==> src/rtl/conv1d_cfu_pkg.sv <==
// Shared constants, CFU command codes and sequencer state encoding for the
// conv1d CFU command initiator.
package conv1d_cfu_pkg;

   localparam int INT32_SIZE         = 32;
   localparam int KERNEL_LENGTH      = 8;
   localparam int MAX_INPUT_CHANNELS = 128;
   localparam int ADDR_W             = 16;
   // Widest element count a load phase can stream: KERNEL_LENGTH * MAX_INPUT_CHANNELS.
   localparam int CNT_W              = 11;

   localparam logic [6:0] CMD_WR_INPUT   = 7'd10;
   localparam logic [6:0] CMD_WR_WEIGHT  = 7'd11;
   localparam logic [6:0] CMD_SET_OFFSET = 7'd20;
   localparam logic [6:0] CMD_SET_WIDTH  = 7'd25;
   localparam logic [6:0] CMD_SET_DEPTH  = 7'd26;
   localparam logic [6:0] CMD_COMPUTE    = 7'd41;
   localparam logic [6:0] CMD_READ_ACC   = 7'd43;
   localparam logic [6:0] CMD_SET_START  = 7'd44;

   typedef enum logic [2:0] {
      S_IDLE,
      S_PARAM,
      S_LOAD_W,
      S_LOAD_IN,
      S_COMPUTE,
      S_READ,
      S_CAPTURE
   } seq_state_e;

endpackage

==> src/rtl/conv1d_stream_loader.sv <==
// Streams `count` bytes from local memory into CFU writes at dest+i; each read
// is written one cycle later, so a phase of N elements takes N+1 cycles.
module conv1d_stream_loader
   import conv1d_cfu_pkg::*;
(
   input  logic                  clk,
   input  logic                  rst_n,
   input  logic                  run,
   input  logic [ADDR_W-1:0]     base,
   input  logic [CNT_W-1:0]      dest,
   input  logic [CNT_W-1:0]      count,
   input  logic [6:0]            cmd,
   input  logic [7:0]            mem_rdata,
   output logic                  mem_rd,
   output logic [ADDR_W-1:0]     mem_addr,
   output logic                  wr_en,
   output logic [6:0]            wr_cmd,
   output logic [INT32_SIZE-1:0] wr_inp0,
   output logic [INT32_SIZE-1:0] wr_inp1,
   output logic                  last
);

   logic [CNT_W-1:0] rd_cnt;
   logic [CNT_W-1:0] wr_idx;
   logic             wr_valid;

   assign mem_rd   = run && (rd_cnt < count);
   assign mem_addr = mem_rd ? base + ADDR_W'(rd_cnt) : '0;

   assign wr_en   = wr_valid;
   assign wr_cmd  = wr_valid ? cmd : 7'd0;
   assign wr_inp0 = wr_valid ? INT32_SIZE'(dest + wr_idx) : '0;
   assign wr_inp1 = wr_valid ? {{(INT32_SIZE-8){mem_rdata[7]}}, mem_rdata} : '0;
   assign last    = wr_valid && (wr_idx == count - CNT_W'(1));

   // NOTE: sequential state uses non-blocking assignments only, so every flop
   // samples the pre-edge values regardless of statement order.
   always_ff @(posedge clk) begin
      if (!rst_n) begin
         rd_cnt   <= '0;
         wr_idx   <= '0;
         wr_valid <= 1'b0;
      end else begin
         wr_valid <= mem_rd;
         wr_idx   <= rd_cnt;
         // Rewinding on the last write lets the next phase start back-to-back.
         if (!run || last)
            rd_cnt <= '0;
         else if (mem_rd)
            rd_cnt <= rd_cnt + CNT_W'(1);
      end
   end

endmodule

==> src/rtl/conv1d_cfu_sequencer.sv <==
// Job-level sequencer for the conv1d CFU: parameter setup, weight/input
// streaming, compute and accumulator readback.
module conv1d_cfu_sequencer
   import conv1d_cfu_pkg::*;
(
   input  logic                  clk,
   input  logic                  rst_n,
   input  logic                  start,
   input  logic [ADDR_W-1:0]     cfg_in_base,
   input  logic [ADDR_W-1:0]     cfg_w_base,
   input  logic [INT32_SIZE-1:0] cfg_input_offset,
   input  logic [7:0]            cfg_depth,
   input  logic [2:0]            cfg_start_filter_x,
   input  logic                  cfg_load_weights,
   input  logic                  cfg_load_all,
   output logic                  mem_rd,
   output logic [ADDR_W-1:0]     mem_addr,
   input  logic [7:0]            mem_rdata,
   output logic                  cfu_en,
   output logic [6:0]            cfu_cmd,
   output logic [INT32_SIZE-1:0] cfu_inp0,
   output logic [INT32_SIZE-1:0] cfu_inp1,
   input  logic [INT32_SIZE-1:0] cfu_ret,
   output logic                  busy,
   output logic                  done,
   output logic [INT32_SIZE-1:0] result,
   output logic                  error
);

   seq_state_e            state, state_next;
   logic [1:0]            param_idx;
   logic [ADDR_W-1:0]     in_base_q, w_base_q;
   logic [INT32_SIZE-1:0] offset_q;
   logic [7:0]            depth_q, w_depth;
   logic [2:0]            sfx_q;
   logic                  load_w_q, load_all_q;
   logic                  wvalid;

   logic accept, depth_ok, need_w;
   logic ld_run, ld_last, ld_en;
   logic [ADDR_W-1:0]     ld_base;
   logic [CNT_W-1:0]      ld_dest, ld_count, full_count;
   logic [6:0]            ld_cmd, ld_wr_cmd;
   logic [INT32_SIZE-1:0] ld_inp0, ld_inp1;
   logic [2:0]            newest_slot;

   assign accept   = (state == S_IDLE) && start && !done;
   assign depth_ok = (cfg_depth != 8'd0) && (cfg_depth <= 8'(MAX_INPUT_CHANNELS));
   assign need_w   = load_w_q || !wvalid || (depth_q != w_depth);
   assign busy     = (state != S_IDLE);

   // The ring slot written by a partial load is the one just before the start slot.
   assign newest_slot = sfx_q + 3'd7;
   assign full_count  = CNT_W'(depth_q) * CNT_W'(KERNEL_LENGTH);

   always_comb begin
      ld_base  = in_base_q;
      ld_dest  = '0;
      ld_count = full_count;
      ld_cmd   = CMD_WR_INPUT;
      if (state == S_LOAD_W) begin
         ld_base = w_base_q;
         ld_cmd  = CMD_WR_WEIGHT;
      end else if (!load_all_q) begin
         ld_dest  = CNT_W'(newest_slot) * CNT_W'(depth_q);
         ld_count = CNT_W'(depth_q);
      end
   end

   assign ld_run = (state == S_LOAD_W) || (state == S_LOAD_IN);

   conv1d_stream_loader u_loader (
      .clk       (clk),
      .rst_n     (rst_n),
      .run       (ld_run),
      .base      (ld_base),
      .dest      (ld_dest),
      .count     (ld_count),
      .cmd       (ld_cmd),
      .mem_rdata (mem_rdata),
      .mem_rd    (mem_rd),
      .mem_addr  (mem_addr),
      .wr_en     (ld_en),
      .wr_cmd    (ld_wr_cmd),
      .wr_inp0   (ld_inp0),
      .wr_inp1   (ld_inp1),
      .last      (ld_last)
   );

   // NOTE: every signal driven here gets a default first, so no path can
   // leave one unassigned and infer a latch.
   always_comb begin
      state_next = state;
      cfu_en     = 1'b0;
      cfu_cmd    = 7'd0;
      cfu_inp0   = '0;
      cfu_inp1   = '0;
      case (state)
         S_IDLE: if (accept && depth_ok) state_next = S_PARAM;
         S_PARAM: begin
            cfu_en = 1'b1;
            case (param_idx)
               2'd0: begin
                  cfu_cmd  = CMD_SET_OFFSET;
                  cfu_inp1 = offset_q;
               end
               2'd1: begin
                  cfu_cmd  = CMD_SET_DEPTH;
                  cfu_inp1 = INT32_SIZE'(depth_q);
               end
               default: begin
                  cfu_cmd    = CMD_SET_START;
                  cfu_inp1   = INT32_SIZE'(sfx_q);
                  state_next = need_w ? S_LOAD_W : S_LOAD_IN;
               end
            endcase
         end
         S_LOAD_W, S_LOAD_IN: begin
            cfu_en   = ld_en;
            cfu_cmd  = ld_wr_cmd;
            cfu_inp0 = ld_inp0;
            cfu_inp1 = ld_inp1;
            if (ld_last) state_next = (state == S_LOAD_W) ? S_LOAD_IN : S_COMPUTE;
         end
         S_COMPUTE: begin
            cfu_en     = 1'b1;
            cfu_cmd    = CMD_COMPUTE;
            state_next = S_READ;
         end
         S_READ: begin
            cfu_en     = 1'b1;
            cfu_cmd    = CMD_READ_ACC;
            state_next = S_CAPTURE;
         end
         S_CAPTURE: state_next = S_IDLE;
         default:   state_next = S_IDLE;
      endcase
   end

   always_ff @(posedge clk) begin
      if (!rst_n) begin
         state      <= S_IDLE;
         param_idx  <= 2'd0;
         in_base_q  <= '0;
         w_base_q   <= '0;
         offset_q   <= '0;
         depth_q    <= '0;
         sfx_q      <= '0;
         load_w_q   <= 1'b0;
         load_all_q <= 1'b0;
         wvalid     <= 1'b0;
         w_depth    <= '0;
         result     <= '0;
         done       <= 1'b0;
         error      <= 1'b0;
      end else begin
         state     <= state_next;
         done      <= 1'b0;
         param_idx <= (state == S_PARAM) ? param_idx + 2'd1 : 2'd0;
         if (accept) begin
            in_base_q  <= cfg_in_base;
            w_base_q   <= cfg_w_base;
            offset_q   <= cfg_input_offset;
            depth_q    <= cfg_depth;
            sfx_q      <= cfg_start_filter_x;
            load_w_q   <= cfg_load_weights;
            load_all_q <= cfg_load_all;
            if (!depth_ok) begin
               done   <= 1'b1;
               error  <= 1'b1;
               result <= '0;
            end
         end
         if (state == S_LOAD_W && ld_last) begin
            wvalid  <= 1'b1;
            w_depth <= depth_q;
         end
         if (state == S_CAPTURE) begin
            result <= cfu_ret;
            done   <= 1'b1;
            error  <= 1'b0;
         end
      end
   end

endmodule

==> config.mk <==
export PLATFORM = sky130hd
export DESIGN_NAME = conv1d_cfu_sequencer
export DESIGN_NICKNAME = d
export VERILOG_FILES = /design/src/rtl/conv1d_cfu_pkg.sv /design/src/rtl/conv1d_stream_loader.sv /design/src/rtl/conv1d_cfu_sequencer.sv
export SDC_FILE = /design/constraint.sdc
export NUM_CORES = 1
export LEC_CHECK = 0
export BUFFER_PORTS_ARGS = -buffer_cell sky130_fd_sc_hd__buf_4
export CAP_MARGIN = 20
export CORE_ASPECT_RATIO = 1.5
export CORE_UTILIZATION = 45
export DETAILED_ROUTE_END_ITERATION = 10
export GPL_TIMING_DRIVEN = 0
export PLACE_DENSITY = 0.69
export SKIP_CTS_REPAIR_TIMING = 1
export SLEW_MARGIN = 20
export SYNTH_ARGS = -nofsm -noshare
export SYNTH_HDL_FRONTEND = slang
export SYNTH_HIERARCHICAL = 1
export SYNTH_SLANG_ARGS = --single-unit
==> constraint.sdc <==
create_clock -name clk -period 6.94 [get_ports clk]
set_input_delay 2.082 -clock clk [delete_from_list [all_inputs] [get_ports clk]]
set_output_delay 2.082 -clock clk [all_outputs]
set_load 0.05 [all_outputs]
# Word-level counts from Yosys, hierarchy flattened
# Cells that the tools add are included.
[totals]
ff_bits = 148
elab_cells = 97
inputBits = 120
output_inout_bits = 124
[classes]
reduce_logical = 28
multipliers = 1
n_addsub = 6
magnitude_cmp = 2
n_bitwise = 2
n_mux = 28
eq_ne = 13
[op_table]
columns = ["cell", "count"]
rows = [
  ["32-bit 2-to-1 mux", 6],
  ["32-bit one-hot mux with 2 select lines", 2],
  ["11-bit 2-to-1 mux", 4],
  ["16-bit 2-to-1 mux", 2],
  ["7-bit one-hot mux with 4 select lines", 1],
  ["16-bit by 11-bit adder with 16-bit output", 1],
  ["3-bit one-hot mux with 5 select lines", 1],
  ["11-bit by 11-bit adder with 12-bit output", 1],
  ["3-bit 2-to-1 mux", 4],
  ["6-bit one-hot mux with 2 select lines", 1],
  ["11-bit by 1-bit adder with 11-bit output (second input constant)", 1],
  ["11-bit == test", 1],
  ["11-bit less-than comparator", 1],
  ["3-bit by 8-bit multiplier with 11-bit output", 1],
  ["11-bit by 1-bit subtractor with 11-bit output (second input constant)", 1],
  ["3-bit == test (second input constant)", 3],
  ["8-bit less-or-equal comparator (second input constant)", 1],
  ["8-bit != test", 1],
  ["8-bit nonzero test", 1],
  ["2-bit OR reduction", 4],
  ["1-bit logical AND", 7],
  ["3-bit by 2-bit == test with 1-bit output (second input constant)", 2],
  ["2-bit AND reduction", 3],
  ["1-bit 2-to-1 mux", 5],
  ["17 further kinds", 25],
]

# Longest topological paths before layout
[depth]
ltp_word = 7
depth_mapped = 20
ltp_nobuf = 20

# Hierarchy
# The synthesis kept the hierarchy.
[modules_own_cells]
columns = ["mod", "n_inst", "seq_area_each_um2", "cells_each", "area_per_inst_um2"]
rows = [
  ["conv1d_cfu_sequencer", 1, 2502.4, 764, 6384.9],
  ["conv1d_stream_loader", 1, 460.4, 417, 3238.1],
]

# Least setup slack after synthesis
# No wires, ideal clock.
[synth_timing]
path_kind = "flip-flop to output port"
startpoint = "register sfx_q[0]"
endpoint = "output cfu_inp0[9]"
n_path_buf = 0
t_required_ps = 4858
path_slack_ps = 328
stages_incl_launch_ff = 20
arrival_time_ps = 4530
path_cell_list = "dfxtp_1 -> clkinv_1 -> ha_1 -> xor2_1 -> nand2_1 -> fa_1 -> inv_1 -> ha_1 -> fa_1 -> a21o_1 -> a21oi_1 -> nor2b_1 -> o31a_1 -> a211oi_1 -> ha_1 -> nand2_1 -> o31ai_1 -> xor2_1 -> and2_1 -> and2_1"
[synth_between]
elab_chain_len = 7
[synth_rtl]
columns = ["item", "line_no", "rtl"]
rows = [
  ["start: declaration", "conv1d_cfu_sequencer.sv:35", "logic [2:0] sfx_q;"],
  ["start signal: assignment", "conv1d_cfu_sequencer.sv:165", "sfx_q <= cfg_start_filter_x;"],
  ["3-bit adder", "conv1d_cfu_sequencer.sv:53", "assign newest_slot = sfx_q + 3'd7;"],
  ["3-bit by 8-bit multiplier with 11-bit output", "conv1d_cfu_sequencer.sv:65", "ld_dest = CNT_W'(newest_slot) * CNT_W'(depth_q);"],
  ["11-bit 2-to-1 mux", "conv1d_cfu_sequencer.sv:64", "end else if (!load_all_q) begin"],
  ["11-bit 2-to-1 mux", "conv1d_cfu_sequencer.sv:61", "if (state == S_LOAD_W) begin"],
  ["named net ld_dest[8]", "conv1d_cfu_sequencer.sv:42", "logic [CNT_W-1:0] ld_dest, ld_count, full_count;"],
  ["11-bit by 11-bit adder with 12-bit output", "conv1d_stream_loader.sv:32", "assign wr_inp0 = wr_valid ? INT32_SIZE'(dest + wr_idx) : '0;"],
  ["32-bit 2-to-1 mux", "conv1d_stream_loader.sv:32", ""],
  ["named net ld_inp0[9]", "conv1d_cfu_sequencer.sv:44", "logic [INT32_SIZE-1:0] ld_inp0, ld_inp1;"],
  ["32-bit 2-to-1 mux", "conv1d_cfu_sequencer.sv:98", "case (state)"],
  ["end: declaration", "conv1d_cfu_sequencer.sv:21", "output logic [INT32_SIZE-1:0] cfu_inp0,"],
]
# The timed path passes the listed nets, and every way through them passes these cells.

# Worst setup path after layout
# Same ends and word-level chain as after synthesis.

==> summary.md <==
| Metric | Value |
|---|---|
| ANT nets after route | `0` |
| Met1 Resource Use GR | `0.280` |
| Crit path arrival time | `4.71 ns` |
| Pre-CTS WS | `-0.304 ns` |
| Clk Latency, worst-skew pair | `roughly 0.43 ns` |
| Highest clock rate | `roughly 0.15 GHz` |
| Worst Skew | `about 0.01 ns` |
| Clock sinks | `around 150` |
| Crit path largest cell delay | `around 0.54 ns` |
| WHS Path Cells | `2` |
| RR Startpoint | `state[1]` |
| Worst hold start | `in_base_q[6]` |
| Fraction of registers with async set/reset | `0` |
| RSZ-0062 raised after global routing | `true` |
| Area share of the largest cell type after synthesis | `0.308` |
| Worst-path clk slew | `0.07 ns` |
| Setup TNS | `0 ns` |
| Peak VDD IR | `~160 µV` |
| Die area | `about 22,000 µm²` |
| Max clock buf depth | `2` |
| Largest area contributor in the synthesized netlist | `dfxtp_1` |
| Initial antenna violation count | `0` |
| Bufs and invs on worst path | `3` |
| Grt met3 use | `0.0578` |
| Met2 Use GR | `0.482` |
| 1st-pass router iterations | `5` |
| Total length of routed wires | `a little under 30 mm` |
| Leak | `around 5.6 nW` |
| Share of cells above drive strength 1 | `0.263` |
| Outcome | `completed` |
| TritonCTS Buffers | `17` |
| First-pass GRT wire length | `roughly 45 mm` |
| HPWL Detailed | `22.6 mm` |
| Post-route cell area | `approximately 12,000 µm²` |
| Die width | `about 120 µm` |
| CTS Root Cell | `clkbuf_16` |
| Number of port buffers | `222` |
| Core ar. | `roughly 21,000 µm²` |
| HP Class | `register to register` |
| Critical path's top delay family | `adder cells` |
| FILL cells | `1,972` |
| I/O pin count | `around 240` |
| DRC Markers | `0` |
| DR vias | `~9,100` |
| Crit Path Category | `register to primary output` |
| Vias in the first global route | `approximately 9,000` |
| Synth top area cells | `dfxtp_1, nand2_1, ha_1, a21boi_0, and2_1` |
| Post-synth cell types | `79` |
| Worst setup SP type | `register` |
| Final Wtd Congestion | `0.922` |
| Count leader, synth | `nand2_1` |
| Worst hold slack | `~0.45 ns` |
| Final Util | `0.594` |
| Pwr/cell area | `approximately 190 nW/µm²` |
| Critical Path RT | `4.86 ns` |
| Final non-filler cell total | `1,733` |
| Post-synth EDFFs | `0` |
| CTS tree | `yes` |
| Crit Path Max Fanout | `6` |
| Setup violators final | `0` |
| Seq cells post-synth | `~150` |
| Yosys warnings | `6` |
| Final Max Slew Viols | `0` |
| Critical path endpoint category | `primary output` |
| Post-synthesis cell count | `roughly 1,200` |
| Crit-path cells | `clkinvlp_4 -> ha_4 -> xor2_4 -> nand2_2 -> fa_1 -> inv_1 -> ha_2 -> fa_2 -> a21o_1 -> a21oi_2 -> nor2b_1 -> o31a_1 -> a211oi_2 -> ha_1 -> a21oi_2 -> o31ai_4 -> xor2_1 -> and2_1 -> and2_1 -> buf_6` |
| Area Growth Syn to Fin | `29.5%` |
| Critical R2R Capture | `w_depth[2]` |
| Synth top cells by count | `nand2_1, dfxtp_1, and2_1` |
| CP max-delay cell | `fa_1` |
| Worst Slack Setup Final | `between 0.1 and 0.15 ns` |
| DR iter-0 viols | `just under 400` |
| Layout net count | `between 1,500 and 2,000` |
| Hold EP | `in_base_q[6]` |
| Most used routing layer | `met2` |
| Global route overflow | `0` |
| Post-Syn Area | `between 9000 and 10,000 µm²` |
| Placed Area | `11,700 µm²` |
| Relative slew slack | `0.389` |
| Seq/Total Area, Yosys | `0.308` |
| Total power | `about 2.4 mW` |
| Core Rows | `65` |
| Max-cap viol count | `0` |
| H-tree levels | `4` |
| Average cell area after synthesis | `roughly 8 µm²` |
| Minimum clock period | `6.79 ns` |
| Period utilization | `0.979` |
| Hold Fails Final Rpt | `0` |
| R2R setup slack | `~2.8 ns` |
| # placed instances | `between 1,500 and 2,000` |
| Primary FF master, synth | `dfxtp_1` |
| Die H | `181 µm` |
| Initial Util | `0.459` |
| Largest net degree at the start of global routing | `26` |
| Vias/cell | `5.23` |
| Slew @ Worst Pin | `roughly 0.92 ns` |
| WL per Instance | `between 15 and 20 µm` |
| Worst r2r path cells | `16` |
| Ant. Diodes | `0` |
| GRT Total Usage | `0.268` |
[worst min-delay path, delay by kind of cell, from the launching register on]
kind,cells,cell delay [ns]
flops,1,0.31
simple gates,1,0.05
compound gates,1,0.05
[cell usage in the layout (no fill, tap or decap), drive strengths merged, types with 44 or more instances in the layout]
cell type / n
nor2: 44
dfxtp: 148
buf: 292
ha: 49
inv: 44
a22o: 59
a21boi: 87
clkbuf: 77
and2: 88
nand2: 223
[final cells by class]
class | instances | area (µm²) | share of cell area
multi-input combinational | 898 | 6010 | 0.482
sequential | 148 | 2970 | 0.238
timing repair buffer | 229 | 1730 | 0.139
buffer | 120 | 687 | 0.0551
clock buffer | 20 | 457 | 0.0366
tap | 268 | 335 | 0.0269
inverter | 38 | 146 | 0.0117
clock inverter | 12 | 134 | 0.0107
[logic make-up (layout without fill, tap and decap cells)]
family	after synthesis	count (layout)	share of synthesized area
buffers and inverters	158	419	0.0862
adder cells (fa/ha/maj)	58	58	0.0824
other	3	26	0.00117
AO/OA/AOI/OAI	281	281	0.213
AND/OR/NAND/NOR	460	460	0.237
multiplexers	26	26	0.0299
XOR/XNOR	47	47	0.0428
flip-flops	148	148	0.308
[how the worst max path moves through the flow]
stage	startpoint	to	slack, ns	cells after the start
detailed placement	sfx_q[0]	cfu_inp0[9]	-0.30	20
finish	sfx_q[0]	cfu_inp0[9]	0.15	20
global route	sfx_q[0]	cfu_inp0[9]	-0.08	20
global placement	sfx_q[0]	cfu_inp0[9]	-0.25	20
CTS	sfx_q[0]	cfu_inp0[9]	-0.80	20
floorplan	sfx_q[0]	cfu_inp0[9]	0.33	19
[layer usage]
layer / vias up / share of wire / routed length (µm)
met2: 299 / 0.52 / 15200
met3: 79 / 0.061 / 1760
met4: 0 / 0.049 / 1410
met1: 4164 / 0.37 / 10600
met5: - / 0 / 0
li1: 4529 / - / -
[report_power, final]
| group | switching, mW | internal (mW) | total, mW | leakage [nW] |
|---|---|---|---|---|
| Clock | 0.405 | 0.528 | 0.933 | 0.292 |
| Sequential | 0.0217 | 0.886 | 0.908 | 1.21 |
| Combinational | 0.306 | 0.221 | 0.526 | 4.10 |
| Total | 0.733 | 1.63 | 2.37 | 5.60 |
[flip-flops by register name (all words and copies together) (netlist names), 2 cells and up]
register         cells
depth_q              8
in_base_q           16
offset_q            32
param_idx            2
result              32
sfx_q                3
state                3
u_loader/rd_cnt     11
u_loader/wr_idx     11
w_base_q            16
w_depth              8
(Power assumes the default switching activity.)
